<file path="src/rtl/mem_arbiter.sv">
// rtl/mem_arbiter.sv - fetch/data arbiter for one single-ported fixed-latency memory
// Data port wins by default; fetch is forced through after STARVE_MAX consecutive losses.
module mem_arbiter #(
  parameter int ADDR_W     = 16,
  parameter int DATA_W     = 16,
  parameter int MEM_LAT    = 2,
  parameter int STARVE_MAX = 3
) (
  input  logic              clk,
  input  logic              rst,
  input  logic              if_rd,
  input  logic [ADDR_W-1:0] if_addr,
  output logic [DATA_W-1:0] if_rdata,
  output logic              if_done,
  output logic              if_stall,
  input  logic              d_rd,
  input  logic              d_wr,
  input  logic [ADDR_W-1:0] d_addr,
  input  logic [DATA_W-1:0] d_wdata,
  output logic [DATA_W-1:0] d_rdata,
  output logic              d_done,
  output logic              d_stall,
  output logic              err,
  output logic              mem_en,
  output logic              mem_wr,
  output logic [ADDR_W-1:0] mem_addr,
  output logic [DATA_W-1:0] mem_wdata,
  input  logic [DATA_W-1:0] mem_rdata
);

  localparam int CNT_W = $clog2(MEM_LAT + 1);
  localparam int STV_W = $clog2(STARVE_MAX + 1);

  typedef enum logic [1:0] {IDLE, BUSY_I, BUSY_D} state_t;

  state_t             state, state_n;
  logic [CNT_W-1:0]   cnt;
  logic [STV_W-1:0]   starve, starve_n;
  logic               grant_i, grant_d, err_n;
  logic               i_elig, d_elig, d_conflict;

  assign if_stall = if_rd & ~if_done;
  assign d_stall  = (d_rd | d_wr) & ~d_done;

  // A port receiving its done pulse this cycle must not be re-granted on the stale request.
  assign d_conflict = d_rd & d_wr;
  assign i_elig     = if_rd & ~if_done;
  assign d_elig     = (d_rd | d_wr) & ~d_conflict & ~d_done;

  always_comb begin
    state_n  = state;
    starve_n = starve;
    grant_i  = 1'b0;
    grant_d  = 1'b0;
    err_n    = 1'b0;
    case (state)
      IDLE: begin
        err_n = d_conflict;
        if (d_elig && i_elig) begin
          if (starve == STV_W'(STARVE_MAX)) begin
            grant_i = 1'b1;
          end else begin
            grant_d  = 1'b1;
            starve_n = starve + 1'b1;
          end
        end else if (d_elig) begin
          grant_d = 1'b1;
        end else if (i_elig) begin
          grant_i = 1'b1;
        end
        if (grant_i) starve_n = '0;
        if (grant_d)      state_n = BUSY_D;
        else if (grant_i) state_n = BUSY_I;
      end
      BUSY_I, BUSY_D: begin
        if (cnt == '0) state_n = IDLE;
      end
      default: state_n = IDLE;
    endcase
  end

  always_ff @(posedge clk) begin
    if (rst) begin
      state     <= IDLE;
      cnt       <= '0;
      starve    <= '0;
      err       <= 1'b0;
      mem_en    <= 1'b0;
      mem_wr    <= 1'b0;
      mem_addr  <= '0;
      mem_wdata <= '0;
      if_done   <= 1'b0;
      d_done    <= 1'b0;
      if_rdata  <= '0;
      d_rdata   <= '0;
    end else begin
      state   <= state_n;
      starve  <= starve_n;
      err     <= err_n;
      mem_en  <= grant_i | grant_d;
      if_done <= 1'b0;
      d_done  <= 1'b0;
      if (grant_d) begin
        mem_addr  <= d_addr;
        mem_wdata <= d_wdata;
        mem_wr    <= d_wr;
        cnt       <= CNT_W'(MEM_LAT);
      end else if (grant_i) begin
        mem_addr <= if_addr;
        mem_wr   <= 1'b0;
        cnt      <= CNT_W'(MEM_LAT);
      end
      // cnt reaches zero in the cycle mem_rdata is valid; done follows one cycle later.
      if (state != IDLE) begin
        if (cnt == '0) begin
          if (state == BUSY_I) begin
            if_rdata <= mem_rdata;
            if_done  <= 1'b1;
          end else begin
            if (!mem_wr) d_rdata <= mem_rdata;
            d_done <= 1'b1;
          end
        end else begin
          cnt <= cnt - 1'b1;
        end
      end
    end
  end

endmodule
</file>
<file path="config.mk">
export PLATFORM = sky130hd
export DESIGN_NAME = mem_arbiter
export DESIGN_NICKNAME = d
export VERILOG_FILES = /design/src/rtl/mem_arbiter.sv
export SDC_FILE = /design/constraint.sdc
export NUM_CORES = 1
export LEC_CHECK = 0
export BUFFER_PORTS_ARGS = -buffer_cell sky130_fd_sc_hd__buf_2
export CORE_MARGIN = 1.5
export CORE_UTILIZATION = 45
export CTS_CLUSTER_DIAMETER = 120
export DETAILED_ROUTE_END_ITERATION = 8
export PLACE_DENSITY = 0.78
export SYNTH_ARGS = -nofsm -noshare
export SYNTH_HDL_FRONTEND = slang
export SYNTH_SLANG_ARGS = --single-unit
</file>
<file path="constraint.sdc">
create_clock -name clk -period 2.2 [get_ports clk]
set_clock_uncertainty 0.05 [all_clocks]
set_input_delay 0.11 -clock clk [delete_from_list [all_inputs] [get_ports clk]]
set_output_delay 0.11 -clock clk [all_outputs]
set_load 0.005 [all_outputs]
</file>
==> out/qor.txt <==
CP arrival: 2.18 ns
CP required: 2.33 ns
Setup crit start: state[0]$_SDFFE_PP0P_
Port Buffers: 139
Initial antenna violation count: 0
CP Class: reg -> reg
Critical path endpoint: d_rdata[2]$_SDFFE_PP0P_
Final Hold Fails: 0
Reg-to-Reg End: d_rdata[2]$_SDFFE_PP0P_
Number of max-cap violations: 0
Fraction of the mapped netlist area in adder cells: 2.18%
Simple-Gate Fraction of Synth Area: 18.4%
Status: finished clean
# clock sinks: 75
# DRC: 0
XOR/XNOR Fraction of Synth Area: 0%
Slew HR: 53.7%
Post-DP HPWL: 5410 microns
TritonRoute pass-1 iters: 5
Starting density of the core: 47.6%
Setup TNS: 0 ns
CP endpoint kind: flip-flop
Hold buffer count at cts: 53
Yosys top cell by area: dfxtp_1
RSZ-0062 raised after global routing: no
Largest net degree at the start of global routing: 74
LEAKAGE: 2.03 nW
Setup violations, final: 0
Inserted Clock Buffers: 9
Synth area leaders: dfxtp_1, nand2_1, a21oi_1
Pwr dens: 808 nW/um^2
Sequential-to-total area share from yosys stat: 52.4%
Reg-to-reg slack, setup: 0.15 ns
Register Area: 1500 sq um
Mux cell area share after synthesis: 0.349%
Post-synthesis compound-gate area fraction: 20.3%
P&R area growth vs syn: 52.0%
GRT Residual Overflow: 0
First-pass GRT wire length: 14400 microns
Root Driver: clkbuf_8
Net Switching: 1.04 mW
Crit-path max FO: 16
Worst Tran Pin Value: 0.694 ns
# fillers: 470
Fin cells: 614
Post-route cell area: 4360 sq um
Clock Path Buffers: 2
Clk slew on worst S/H paths: 0.08 ns
Footprint of the multi-input gates: 1180 sq um
# Post-CTS Setup Buffers: 0
Reg2reg start: state[0]$_SDFFE_PP0P_
Top-area cell type share of the netlist area: 52.4%
P_int: 2.48 mW
Post-DR wirelength/cell: 14.4 microns
Post-route ant nets: 0
Resized Gates After CTS: 0
DIE WIDTH: 82.8 microns
Clk_lat worst skew: 0.33 ns
IO Count: 140
EDFF count, synth: 0
Clock power frac: 28.9%
Post-Syn Nets: 416
Overall Global Routing Usage: 25.5%
Worst VDD drop: 0.524 mV
H-tree levels: 3
Most instantiated cells after synthesis: nand2_1, dfxtp_1, a21oi_1
Total Wirelength: 8830 microns
Overall power: 3.52 mW
Unique cell type count in the Yosys netlist: 32
Nets: 608
Die Y: 82.8 microns
Synth Instances: 342
GP Congestion: 0.761
Synthesized area: 2870 sq um
Core area: 6030 sq um
Final Cycle Share: 93.2%
Fin. max-slew vios: 0
Synth Warn #: 0
Most frequent cell after synthesis: nand2_1
Largest family of logic cells by synthesized area: compound AO/OA/AOI/OAI gates
Synth async-reset ratio: 0%
CP Launch Type: flip-flop
Die area: 6860 sq um
F_max: 0.487 GHz
Synth Register Bits: 75
Comb pwr share: 25.1%
Fin crit period: 2.05 ns
Dpl cell area: 3620 sq um
Dpl cells: 544
Switching part of the total: 29.5%
Sequential Power Share: 46.0%
HP Class: in -> reg
CTS tree: built
Antenna diodes: 0
Row count: 28
Vias per std cell: 5.08
Ys flop type: dfxtp_1
Iter 0 DRT Violations: 102
Syn avg cell area: 8.39 sq um
DR vias: 3119
Vias in the first global route: 3078
R2R depth: 6
Share of cells above drive strength 1: 34.0%
-- kinds of logic after synthesis --
logic type	after synthesis
buffers and inverters	43
AO/OA/AOI/OAI	93
multiplexers	1
flip-flops	75
AND/OR/NAND/NOR	125
adder cells (fa/ha/maj)	5
-- registers in the layout, summed over array words and instances (netlist names) --
| register | flops |
|---|---|
| d_rdata | 16 |
| if_rdata | 16 |
| mem_addr | 16 |
| mem_wdata | 16 |
| cnt | 2 |
| starve | 2 |
| state | 2 |
| d_done | 1 |
| err | 1 |
| if_done | 1 |
| mem_en | 1 |
| mem_wr | 1 |
-- layout by cell type (no fill, tap or decap), types with 2 or more instances in the layout --
cell / synthesis / layout
nand2_1: 99 / 99
buf_4: 0 / 9
nor2b_1: 3 / 3
inv_1: 22 / 22
clkinv_2: 0 / 3
nor2_1: 9 / 9
nor3_1: 2 / 2
o221a_2: 16 / 16
a21oi_1: 51 / 51
dlygate4sd3_1: 0 / 54
ha_1: 5 / 5
clkinvlp_4: 0 / 2
o31ai_1: 2 / 2
buf_2: 5 / 139
dfxtp_1: 75 / 75
clkbuf_8: 0 / 9
and2_1: 2 / 2
o21ai_0: 19 / 19
-- metrics by stage --
stage / hold WS [ns] / setup slack, ns / utilization [%]
after floorplan: 0.196 / 0.239 / -
after global placement: 0.300 / 0.232 / 60.2
after detailed placement: 0.307 / 0.189 / 60.2
after CTS: 0.000615 / 0.173 / 72.2
after global routing: 0.00563 / 0.0441 / 72.3
final: 0.0127 / 0.149 / 72.3
-- critical path, cell delays in order, from the launching register on --
cell and delay (ns):
dfxtp_1 0.37, inv_1 0.06, ha_1 0.20, or4_4 0.56
or2_1 0.43, nand2_1 0.16, a21oi_1 0.08
-- how the worst min path moves through the flow --
stage	startpoint	end	slack (ns)	cells past startpoint
4_1_cts	d_addr[6]	mem_addr[6]$_SDFFE_PP0P_	0.0006	2
3_5_place_dp	d_wdata[7]	mem_wdata[7]$_SDFFE_PP0P_	0.31	3
2_1_floorplan	mem_rdata[0]	d_rdata[0]$_SDFFE_PP0P_	0.20	2
3_3_place_gp	d_wdata[7]	mem_wdata[7]$_SDFFE_PP0P_	0.30	3
5_1_grt	if_addr[7]	mem_addr[7]$_SDFFE_PP0P_	0.006	2
6_report	if_addr[7]	mem_addr[7]$_SDFFE_PP0P_	0.01	2
-- layer usage --
layer | GRT usage (%) | up-vias | wire length, microns
met5 | 0 | - | 0
met4 | 11.4 | 0 | 181
met3 | 6.16 | 18 | 634
met2 | 44.2 | 145 | 4460
met1 | 29.7 | 1431 | 3550
li1 | - | 1525 | -
-- cell type report --
| class | instances | area share, % |
|---|---|---|
| Sequential cell | 75 | 34.5 |
| Timing Repair Buffer | 202 | 29.9 |
| Clock inverter | 7 | 1.58 |
| Tap cell | 75 | 2.15 |
| Multi-Input combinational cell | 224 | 27.2 |
| Inverter | 22 | 1.89 |
| Clock buffer | 9 | 2.84 |
-- power by group through the flow --
stage                     logic, mW  registers [mW]  clock network, mW
after floorplan               0.451            1.66                  0
after global placement        0.776            1.64                  0
after detailed placement      0.798            1.65                  0
after CTS                     0.875            1.62               1.04
after global routing          0.979            1.64               1.10
final                         0.883            1.62               1.02
Power figures use the tool's default switching activity.
